===== config.mk =====
export PLATFORM = sky130hd
export DESIGN_NAME = e203_rst_seq_ctrl_flat
export DESIGN_NICKNAME = d
export VERILOG_FILES = /design/src/rtl/e203_rst_seq_pkg.sv /design/src/rtl/e203_rst_seq_ctrl_if.sv /design/src/rtl/e203_rst_seq_sync.sv /design/src/rtl/e203_rst_seq_ctrl.sv /design/src/flat_wrapper.sv
export SDC_FILE = /design/constraint.sdc
export NUM_CORES = 1
export LEC_CHECK = 0
export ABC_AREA = 0
export CAP_MARGIN = 15
export CORE_ASPECT_RATIO = 0.9
export CORE_MARGIN = 4
export CORE_UTILIZATION = 28
export CTS_BUF_LIST = sky130_fd_sc_hd__clkbuf_8
export DETAILED_ROUTE_END_ITERATION = 12
export PLACE_DENSITY = 0.54
export SYNTH_ARGS = -nofsm -noshare
export SYNTH_HDL_FRONTEND = slang
export SYNTH_SLANG_ARGS = --single-unit

===== constraint.sdc =====
create_clock -name clk -period 2.2 [get_ports clk]
set_input_delay 0.22 -clock clk [delete_from_list [all_inputs] [get_ports clk]]
set_output_delay 0.22 -clock clk [all_outputs]
set_load 0.05 [all_outputs]

===== src/rtl/e203_rst_seq_pkg.sv =====
// Shared encodings and default timing for the reset sequencer.
// Latency: none (constants only); backpressure: not applicable.
package e203_rst_seq_pkg;

  localparam int LOCK_STABLE_CYCLES_DEF = 16;
  localparam int CORE_DLY_CYCLES_DEF    = 8;
  localparam int DEBOUNCE_CYCLES_DEF    = 4;

  localparam int STATE_W = 3;
  localparam int CAUSE_W = 3;

  localparam logic [STATE_W-1:0] ST_HOLD      = 3'd0;
  localparam logic [STATE_W-1:0] ST_WAIT_LOCK = 3'd1;
  localparam logic [STATE_W-1:0] ST_STABLE    = 3'd2;
  localparam logic [STATE_W-1:0] ST_SYS_UP    = 3'd3;
  localparam logic [STATE_W-1:0] ST_RUN       = 3'd4;

  typedef enum logic [CAUSE_W-1:0] {
    CAUSE_POR       = 3'd0,
    CAUSE_LOCK_LOSS = 3'd1,
    CAUSE_EXT       = 3'd2,
    CAUSE_WDT       = 3'd3,
    CAUSE_SW        = 3'd4
  } rst_cause_e;

  function automatic int max2(input int a, input int b);
    return (a > b) ? a : b;
  endfunction

endpackage


===== src/rtl/e203_rst_seq_ctrl_if.sv =====
// Request inputs and reset/status outputs of the reset sequencer.
// Latency: wiring only; backpressure: none, all signals are level or pulse.
interface e203_rst_seq_ctrl_if;
  import e203_rst_seq_pkg::*;

  logic               pll_lock;
  logic               ext_rst_n;
  logic               wdt_rst_req;
  logic               sw_rst_req;
  logic               sys_rst_n;
  logic               core_rst_n;
  logic [CAUSE_W-1:0] rst_cause;
  logic [STATE_W-1:0] seq_state;

  modport master (
    output pll_lock, ext_rst_n, wdt_rst_req, sw_rst_req,
    input  sys_rst_n, core_rst_n, rst_cause, seq_state
  );

  modport slave (
    input  pll_lock, ext_rst_n, wdt_rst_req, sw_rst_req,
    output sys_rst_n, core_rst_n, rst_cause, seq_state
  );

endinterface


===== src/rtl/e203_rst_seq_sync.sv =====
// Two-flop synchronizer with a selectable reset value.
// Latency: 2 clk; backpressure: none.
module e203_rst_seq_sync #(
  parameter logic RST_VAL = 1'b0
) (
  input  logic clk,
  input  logic rst_n,
  input  logic d_i,
  output logic q_o
);

  logic s1_q;
  logic s2_q;

  always_ff @(posedge clk or negedge rst_n) begin
    if (!rst_n) begin
      s1_q <= RST_VAL;
      s2_q <= RST_VAL;
    end else begin
      s1_q <= d_i;
      s2_q <= s1_q;
    end
  end

  assign q_o = s2_q;

endmodule


===== src/rtl/e203_rst_seq_ctrl.sv =====
// Power/clock reset sequencer: PLL-lock qualification, staged sys/core release, cause capture.
// Latency: outputs follow the state register by 0 cycles; backpressure: none.
module e203_rst_seq_ctrl
  import e203_rst_seq_pkg::*;
#(
  parameter int LOCK_STABLE_CYCLES = LOCK_STABLE_CYCLES_DEF,
  parameter int CORE_DLY_CYCLES    = CORE_DLY_CYCLES_DEF,
  parameter int DEBOUNCE_CYCLES    = DEBOUNCE_CYCLES_DEF
) (
  input  logic                 clk,
  input  logic                 rst_n,
  e203_rst_seq_ctrl_if.slave   bus
);

  localparam int CNT_MAX = max2(LOCK_STABLE_CYCLES, CORE_DLY_CYCLES);
  localparam int CNT_W   = $clog2(CNT_MAX + 1);
  localparam int DB_W    = $clog2(DEBOUNCE_CYCLES + 1);

  logic lock_sync;
  logic ext_sync;

  e203_rst_seq_sync #(.RST_VAL(1'b0)) u_lock_sync (
    .clk   (clk),
    .rst_n (rst_n),
    .d_i   (bus.pll_lock),
    .q_o   (lock_sync)
  );

  e203_rst_seq_sync #(.RST_VAL(1'b1)) u_ext_sync (
    .clk   (clk),
    .rst_n (rst_n),
    .d_i   (bus.ext_rst_n),
    .q_o   (ext_sync)
  );

  // Debounce counter saturates so a long-held pad keeps the event asserted.
  logic [DB_W-1:0] db_cnt_q, db_cnt_d;
  logic            ext_evt;

  always_comb begin
    db_cnt_d = db_cnt_q;
    if (ext_sync) begin
      db_cnt_d = '0;
    end else if (db_cnt_q != DB_W'(DEBOUNCE_CYCLES)) begin
      db_cnt_d = db_cnt_q + 1'b1;
    end
  end

  assign ext_evt = !ext_sync && (db_cnt_q >= DB_W'(DEBOUNCE_CYCLES - 1));

  logic [STATE_W-1:0] state_q, state_d;
  logic [CNT_W-1:0]   cnt_q, cnt_d;
  logic [CAUSE_W-1:0] cause_q, cause_d;
  logic               sys_rst_n_q, sys_rst_n_d;
  logic               core_rst_n_q, core_rst_n_d;

  logic       in_run;
  logic       lock_loss;
  logic       wdt_evt;
  logic       sw_evt;
  logic       up_evt;
  rst_cause_e up_cause;

  assign in_run    = (state_q == ST_RUN);
  assign lock_loss = !lock_sync;
  assign wdt_evt   = bus.wdt_rst_req && in_run;
  assign sw_evt    = bus.sw_rst_req && in_run;
  assign up_evt    = lock_loss || ext_evt || wdt_evt || sw_evt;

  always_comb begin
    up_cause = CAUSE_SW;
    if (lock_loss) begin
      up_cause = CAUSE_LOCK_LOSS;
    end else if (ext_evt) begin
      up_cause = CAUSE_EXT;
    end else if (wdt_evt) begin
      up_cause = CAUSE_WDT;
    end
  end

  always_comb begin
    state_d = state_q;
    cnt_d   = cnt_q;
    cause_d = cause_q;
    case (state_q)
      ST_HOLD: begin
        cnt_d = '0;
        if (!ext_evt) begin
          state_d = ST_WAIT_LOCK;
        end
      end
      ST_WAIT_LOCK: begin
        if (lock_sync) begin
          state_d = ST_STABLE;
          cnt_d   = '0;
        end
      end
      ST_STABLE: begin
        // A lock glitch before release is not a reset event: just recount.
        if (!lock_sync) begin
          state_d = ST_WAIT_LOCK;
          cnt_d   = '0;
        end else if (ext_evt) begin
          state_d = ST_HOLD;
          cnt_d   = '0;
          cause_d = CAUSE_EXT;
        end else if (cnt_q == CNT_W'(LOCK_STABLE_CYCLES - 1)) begin
          state_d = ST_SYS_UP;
          cnt_d   = '0;
        end else begin
          cnt_d = cnt_q + 1'b1;
        end
      end
      ST_SYS_UP, ST_RUN: begin
        if (up_evt) begin
          state_d = ST_HOLD;
          cnt_d   = '0;
          cause_d = up_cause;
        end else if (state_q == ST_SYS_UP) begin
          if (cnt_q == CNT_W'(CORE_DLY_CYCLES - 1)) begin
            state_d = ST_RUN;
            cnt_d   = '0;
          end else begin
            cnt_d = cnt_q + 1'b1;
          end
        end
      end
      default: begin
        state_d = ST_HOLD;
        cnt_d   = '0;
      end
    endcase
  end

  // Reset outputs are decoded from the next state so they switch on the transition edge.
  assign sys_rst_n_d  = (state_d == ST_SYS_UP) || (state_d == ST_RUN);
  assign core_rst_n_d = (state_d == ST_RUN);

  always_ff @(posedge clk or negedge rst_n) begin
    if (!rst_n) begin
      state_q      <= ST_HOLD;
      cnt_q        <= '0;
      cause_q      <= CAUSE_POR;
      db_cnt_q     <= '0;
      sys_rst_n_q  <= 1'b0;
      core_rst_n_q <= 1'b0;
    end else begin
      state_q      <= state_d;
      cnt_q        <= cnt_d;
      cause_q      <= cause_d;
      db_cnt_q     <= db_cnt_d;
      sys_rst_n_q  <= sys_rst_n_d;
      core_rst_n_q <= core_rst_n_d;
    end
  end

  assign bus.sys_rst_n  = sys_rst_n_q;
  assign bus.core_rst_n = core_rst_n_q;
  assign bus.rst_cause  = cause_q;
  assign bus.seq_state  = state_q;

endmodule


===== src/flat_wrapper.sv =====
// flat-port wrapper written by rule: the top's interface ports become plain ports
module e203_rst_seq_ctrl_flat import e203_rst_seq_pkg::*;
#(
  parameter int LOCK_STABLE_CYCLES = LOCK_STABLE_CYCLES_DEF,
  parameter int CORE_DLY_CYCLES    = CORE_DLY_CYCLES_DEF,
  parameter int DEBOUNCE_CYCLES    = DEBOUNCE_CYCLES_DEF
)
  (clk, rst_n, bus_pll_lock, bus_ext_rst_n, bus_wdt_rst_req, bus_sw_rst_req, bus_sys_rst_n, bus_core_rst_n, bus_rst_cause, bus_seq_state);
  e203_rst_seq_ctrl_if bus_i ();
  input  logic clk;
  input  logic rst_n;
  input wire logic [$bits(bus_i.pll_lock)-1:0] bus_pll_lock;
  input wire logic [$bits(bus_i.ext_rst_n)-1:0] bus_ext_rst_n;
  input wire logic [$bits(bus_i.wdt_rst_req)-1:0] bus_wdt_rst_req;
  input wire logic [$bits(bus_i.sw_rst_req)-1:0] bus_sw_rst_req;
  output wire logic [$bits(bus_i.sys_rst_n)-1:0] bus_sys_rst_n;
  output wire logic [$bits(bus_i.core_rst_n)-1:0] bus_core_rst_n;
  output wire logic [$bits(bus_i.rst_cause)-1:0] bus_rst_cause;
  output wire logic [$bits(bus_i.seq_state)-1:0] bus_seq_state;
  assign bus_i.pll_lock = bus_pll_lock;
  assign bus_i.ext_rst_n = bus_ext_rst_n;
  assign bus_i.wdt_rst_req = bus_wdt_rst_req;
  assign bus_i.sw_rst_req = bus_sw_rst_req;
  assign bus_sys_rst_n = bus_i.sys_rst_n;
  assign bus_core_rst_n = bus_i.core_rst_n;
  assign bus_rst_cause = bus_i.rst_cause;
  assign bus_seq_state = bus_i.seq_state;
  e203_rst_seq_ctrl #(.LOCK_STABLE_CYCLES(LOCK_STABLE_CYCLES), .CORE_DLY_CYCLES(CORE_DLY_CYCLES), .DEBOUNCE_CYCLES(DEBOUNCE_CYCLES)) u_core (.clk(clk), .rst_n(rst_n), .bus(bus_i));
endmodule

# Yosys cells after proc, flatten, opt, wreduce, memory -nomap -nowiden
# Cells that the tools add are included.
# op_classes
n_mux,26
n_lt_le_gt_ge,1
n_reduce_logical,15
n_eq_ne,14
add_sub_neg,2
# op_table
operator,count
2-to-1 mux 3 bit,16
2-to-1 mux 5 bit,7
case mux 5 bit (3 select lines),1
case mux 3 bit (4 select lines),1
"== test 3 x 2 -> 1 bit, second input constant",3
"== test 3 bit, second input constant",2
case mux 3 bit (2 select lines),1
"adder 5 x 1 -> 5 bit, second input constant",1
"== test 5 x 3 -> 1 bit, second input constant",1
"== test 5 x 4 -> 1 bit, second input constant",1
logical OR 1 bit,4
"!= test 2 x 1 -> 1 bit, second input constant",2
"!= test 2 bit, second input constant",2
AND reduction 4 bit,1
nonzero test 2 bit,2
"adder 3 x 1 -> 3 bit, second input constant",1
"== test 3 x 1 -> 1 bit, second input constant",1
"greater-or-equal comparator 3 x 2 -> 1 bit, second input constant",1
logical AND 1 bit,3
logical NOT 3 bit,1
"!= test 3 x 1 -> 1 bit, second input constant",1
"!= test 3 bit, second input constant",1
logical NOT 1 bit,2
AND reduction 2 bit,1
OR reduction 2 bit,1
# word_totals
reg_bits,20
in_bits,6
output_inout_bits,8

# Depth between registers and ports, before layout
# logic_depth
depth_word,9
ltp_mapped,9
ltp_nobuf,9

# Hierarchy
# Synthesis repeated with hierarchy kept, for this count alone.
# hier_totals
cells_unflattened,107
area_unflattened_um2,1129.8
# by_module_without_submodules
mod,area_per_inst_um2,cells_per_inst,n_inst
e203_rst_seq_ctrl,1027.2,103,1
e203_rst_seq_sync (u_core.u_ext_sync),52.6,2,1
e203_rst_seq_sync (u_core.u_lock_sync),50.0,2,1

# Worst setup path before layout
# No wires, ideal clock.
# synth_timing
kind,reg2reg
startpoint,reg u_core.db_cnt_q[0]
endpoint,reg u_core.cause_q[1] (netlist: u_core.bus.rst_cause[1])
path_buffers,0
path_stages_with_launch,7
setup_time_ns,0.128
t_required_ns,2.072
path_slack_ns,0.385
t_arrival_ns,1.688
synth_period_minus_slack_ns,1.815
path_cell_list,dfrtp_1 -> ha_1 -> ha_1 -> a211oi_2 -> o21ai_2 -> o21ai_1 -> mux2_1
# synth_between
elab_chain_cells,7
word_cells_on_any_way,12
# synth_lines
element,line,rtl
"start, declared",e203_rst_seq_ctrl.sv:37,"logic [DB_W-1:0] db_cnt_q, db_cnt_d;"
"start signal, assigned",e203_rst_seq_ctrl.sv:151,db_cnt_q <= db_cnt_d;
greater-or-equal comparator 3 x 2 -> 1 bit *,e203_rst_seq_ctrl.sv:49,assign ext_evt = !ext_sync && (db_cnt_q >= DB_W'(DEBOUNCE_CYCLES - 1));
logical AND 1 bit *,e203_rst_seq_ctrl.sv:49,
logical OR 1 bit (3 in a row),e203_rst_seq_ctrl.sv:68,assign up_evt = lock_loss || ext_evt || wdt_evt || sw_evt;
!= test 2 x 1 -> 1 bit (no source line),n/a,
AND reduction 4 bit (no source line),n/a,
"end signal, assigned",e203_rst_seq_ctrl.sv:150,cause_q <= cause_d;
"end, declared",e203_rst_seq_ctrl.sv:53,"logic [CAUSE_W-1:0] cause_q, cause_d;"
# Every way passes the cells marked *; elsewhere a longest branch is shown, timed or not. The select of a mux whose other input is x is not followed.
# A chain may end at the register's enable or synchronous reset.

# Final worst setup path
# layout_timing
startpoint,reg u_core.state_q[0] (netlist: u_core.bus.seq_state[0])
endpoint,out bus_seq_state[0]
# layout_rtl
element,line,rtl
"start, declared",e203_rst_seq_ctrl.sv:51,"logic [STATE_W-1:0] state_q, state_d;"
"start signal, assigned",e203_rst_seq_ctrl.sv:148,state_q <= state_d;
"end, declared",flat_wrapper.sv:19,output wire logic [$bits(bus_i.seq_state)-1:0] bus_seq_state;
# No word-level cell between the ends.

==> results.yml <==
run_status:
  status: "finished, final reports clean"
placement:
  routabilityCongestion: 0.9406
  portBuffers: 13
  hpwl_mm: 1.873
  dpl-instance-area_um2: 1282
floorplan:
  rows: 21
  initial_core_util: 0.2950
  die_w_um: 74.33
  dieHeight_um: 67.70
  io_pins: 14
  core_area_um2: 3757
  dieArea_um2: 5031
yosys:
  ys_ff_latch: 20
  synth_top_cells_by_area: "dfrtp_1 41%, ha_1 6.8%, nand2_1 5.1%"
  syn-instance-count: 118
  syn_avg_cell_area_um2: 9.395
  synth.yosys.seq_area_share: 0.4537
  async_reset_ff_frac: 1.000
  yosys.area_share.simple: 0.1862
  yosysWarningCount: 0
  synthAdderAreaFrac: 0.06772
  synth_top_family_by_area: "compound AO/OA/AOI/OAI gates"
  synth_top_area_share: 0.4063
  synthXorXnorAreaFrac: 0.007901
  synthMuxAreaShare: 0.01016
  synth_ff_type: "dfrtp_1"
  synth_edf_count: 0
  syn-num-nets: 130
  syn_area_um2: 1109
  synth_compound_area_frac: 0.2246
  synth_top_cell_by_area: "dfrtp_1"
  synth_cell_types: 38
cts:
  clock_latency_ps: 260
  postCtsSetupRepairBufs: 0
  path_clk_slew_ps: 80
  clock_path_buffers: 2
  cts_made_buffers: 3
  h-tree-depth: 1
  clock-sinks: 20
  cts_tree: "yes"
  cts_resized: 0
  holdBufCountCts: 0
  clockRootBuffer: "clkbuf_8"
timing:
  setup_tns_ps: 0
  layout_min_cycle_time_ps: 2054
  final-hold-violation-count: 0
  max_slew_margin: 0.6170
  rsz0062_at_grt: "no"
  worstMarginPinSlew_ps: 574.4
  finalSetupViolCount: 0
  maxSlewViolCount: 0
  period_share: 0.9337
  skew_ps: 6.625
  fmax_ghz: 0.4868
flow_run:
  drv_cap: 0
layout:
  insertedDiodeCount: 0
  nets: 145
  final_area_um2: 1354
  fillCellCount: 399
  final_cell_mix: "18 x dfrtp_1, 15 x nand2_1, 13 x clkdlybuf4s50_1"
  final_common_cell: "dfrtp_1"
  area_growth_pct: 22.12
  drive_gt1_frac: 0.09848
detailed_routing:
  drc_errors: 0
  wirelength_mm: 2.404
  dr.pass1.iters: 4
  met3_length_um: 97
  wl_per_cell_um: 13.51
  dr.first_iter.drc_count: 49
  vias_per_cell: 5.096
  wl_met2_mm: 1.097
  dr.max_layer_used: "met4"
  met1_length_mm: 1.176
  vias: 907
  drtAntennaViolNets: 0
setup_path:
  crit_slowest_cell: "clkdlybuf4s50_1"
  cp.buffers_inverters: 1
  worst-r2r-cell-count: 6
  worst-setup-path-type: "flip-flop to output pin"
  path_depth: 1
  cp.arrival_ps: 1830
  cp-start-kind: "flip-flop"
  path_cells: "clkdlybuf4s50_1"
  cp_top_family: "buffers and inverters"
  cp-end-kind: "output pin"
  path_max_fanout: 16
  cp.required_ps: 1980
  cpPeakStageDelay_ps: 900
power:
  power_density_nw_per_um2: 1132
  ir_drop_uv: 534.4
  leakage_nw: 0.5522
grt:
  antenna_found_initial: 0
  grt_pass1_wl_mm: 4.167
  grtUsageTotal: 0.1084
  grt_max_degree: 17
  grt_pass1_vias: 896
  overflow: 0
min_path:
  min_path_type: "input port to async pin"
## power by group
| part | total [mW] | internal (mW) | switching (mW) |
|---|---|---|---|
| sequential | 0.558 | 0.442 | 0.116 |
| combinational | 0.602 | 0.229 | 0.372 |
| clock | 0.373 | 0.243 | 0.130 |
## cell type report
class	instances	area, um^2	area share
Tap cell	46	57.56	0.04251
Multi-Input combinational cell	85	550.5	0.4067
Timing Repair Buffer	14	137.6	0.1017
Clock inverter	1	30.03	0.02218
Sequential cell	20	503.0	0.3715
Clock buffer	3	41.29	0.03050
Inverter	9	33.78	0.02495
## kinds of logic (layout without fill, tap and decap cells)
kind of cell / count (synthesis) / count (layout)
DFF: 20 / 20
and+or+nand+nor: 41 / 41
AOI/OAI and AO/OA: 36 / 36
adders and majority gates: 6 / 6
xor gates and xnor gates: 1 / 1
muxes: 1 / 1
buffers and inverters: 13 / 27
## routing by layer
metal,global-route usage,up-vias
met5,0,-
met4,0.02667,0
met3,0.03125,2
met2,0.1704,21
met1,0.1463,438
li1,-,446
## sequential cells by signal, indices dropped and copies added (netlist names)
register,cells
u_core.cnt_q,5
u_core.bus.rst_cause,3
u_core.bus.seq_state,3
u_core.db_cnt_q,3
u_core.bus.core_rst_n,1
u_core.bus.sys_rst_n,1
u_core.u_ext_sync.q_o,1
u_core.u_ext_sync.s1_q,1
u_core.u_lock_sync.q_o,1
u_core.u_lock_sync.s1_q,1
## per-stage QoR
step / std cells / utilization / hold slack, ps / worst slack, ps / power [mW]
2_1_floorplan: 118 / - / -75.59 / 384.8 / 0.9932
3_3_place_gp: 174 / 0.3413 / 341.5 / 233.0 / 1.153
3_5_place_dp: 174 / 0.3413 / 349.7 / 213.2 / 1.168
4_1_cts: 178 / 0.3603 / 304.1 / 153.2 / 1.546
5_1_grt: 178 / 0.3603 / 330.8 / 4.411 / 1.634
6_report: 178 / 0.3603 / 292.1 / 145.8 / 1.533
## synth_stat cells, types with 2 or more instances
master,count
a31oi_1,2
nor3_1,2
o21ai_0,3
buf_2,2
dfrtp_1,18
inv_1,9
ha_1,6
nand2b_1,2
dfstp_2,2
nand2_1,15
nor2_1,9
a21o_1,2
o22ai_1,3
nand3_1,7
a21oi_1,9
o21ai_1,5
## worst paths after layout
path                       slack [ps]                                   to                               from
min in group clk                  360      u_core.u_ext_sync.q_o$_DFF_PN1_   u_core.u_ext_sync.s1_q$_DFF_PN1_
max                               150                     bus_seq_state[0]  u_core.bus.seq_state[0]$_DFF_PN0_
max reg2reg                       180  u_core.bus.rst_cause[1]$_DFFE_PN0P_     u_core.db_cnt_q[0]$_DFFE_PN0P_
max in group asynchronous        1280     u_core.u_ext_sync.s1_q$_DFF_PN1_                              rst_n
min reg2reg                       360      u_core.u_ext_sync.q_o$_DFF_PN1_   u_core.u_ext_sync.s1_q$_DFF_PN1_
min                               290       u_core.bus.sys_rst_n$_DFF_PN0_                              rst_n
Note: power is estimated with default switching activity, not from simulation.
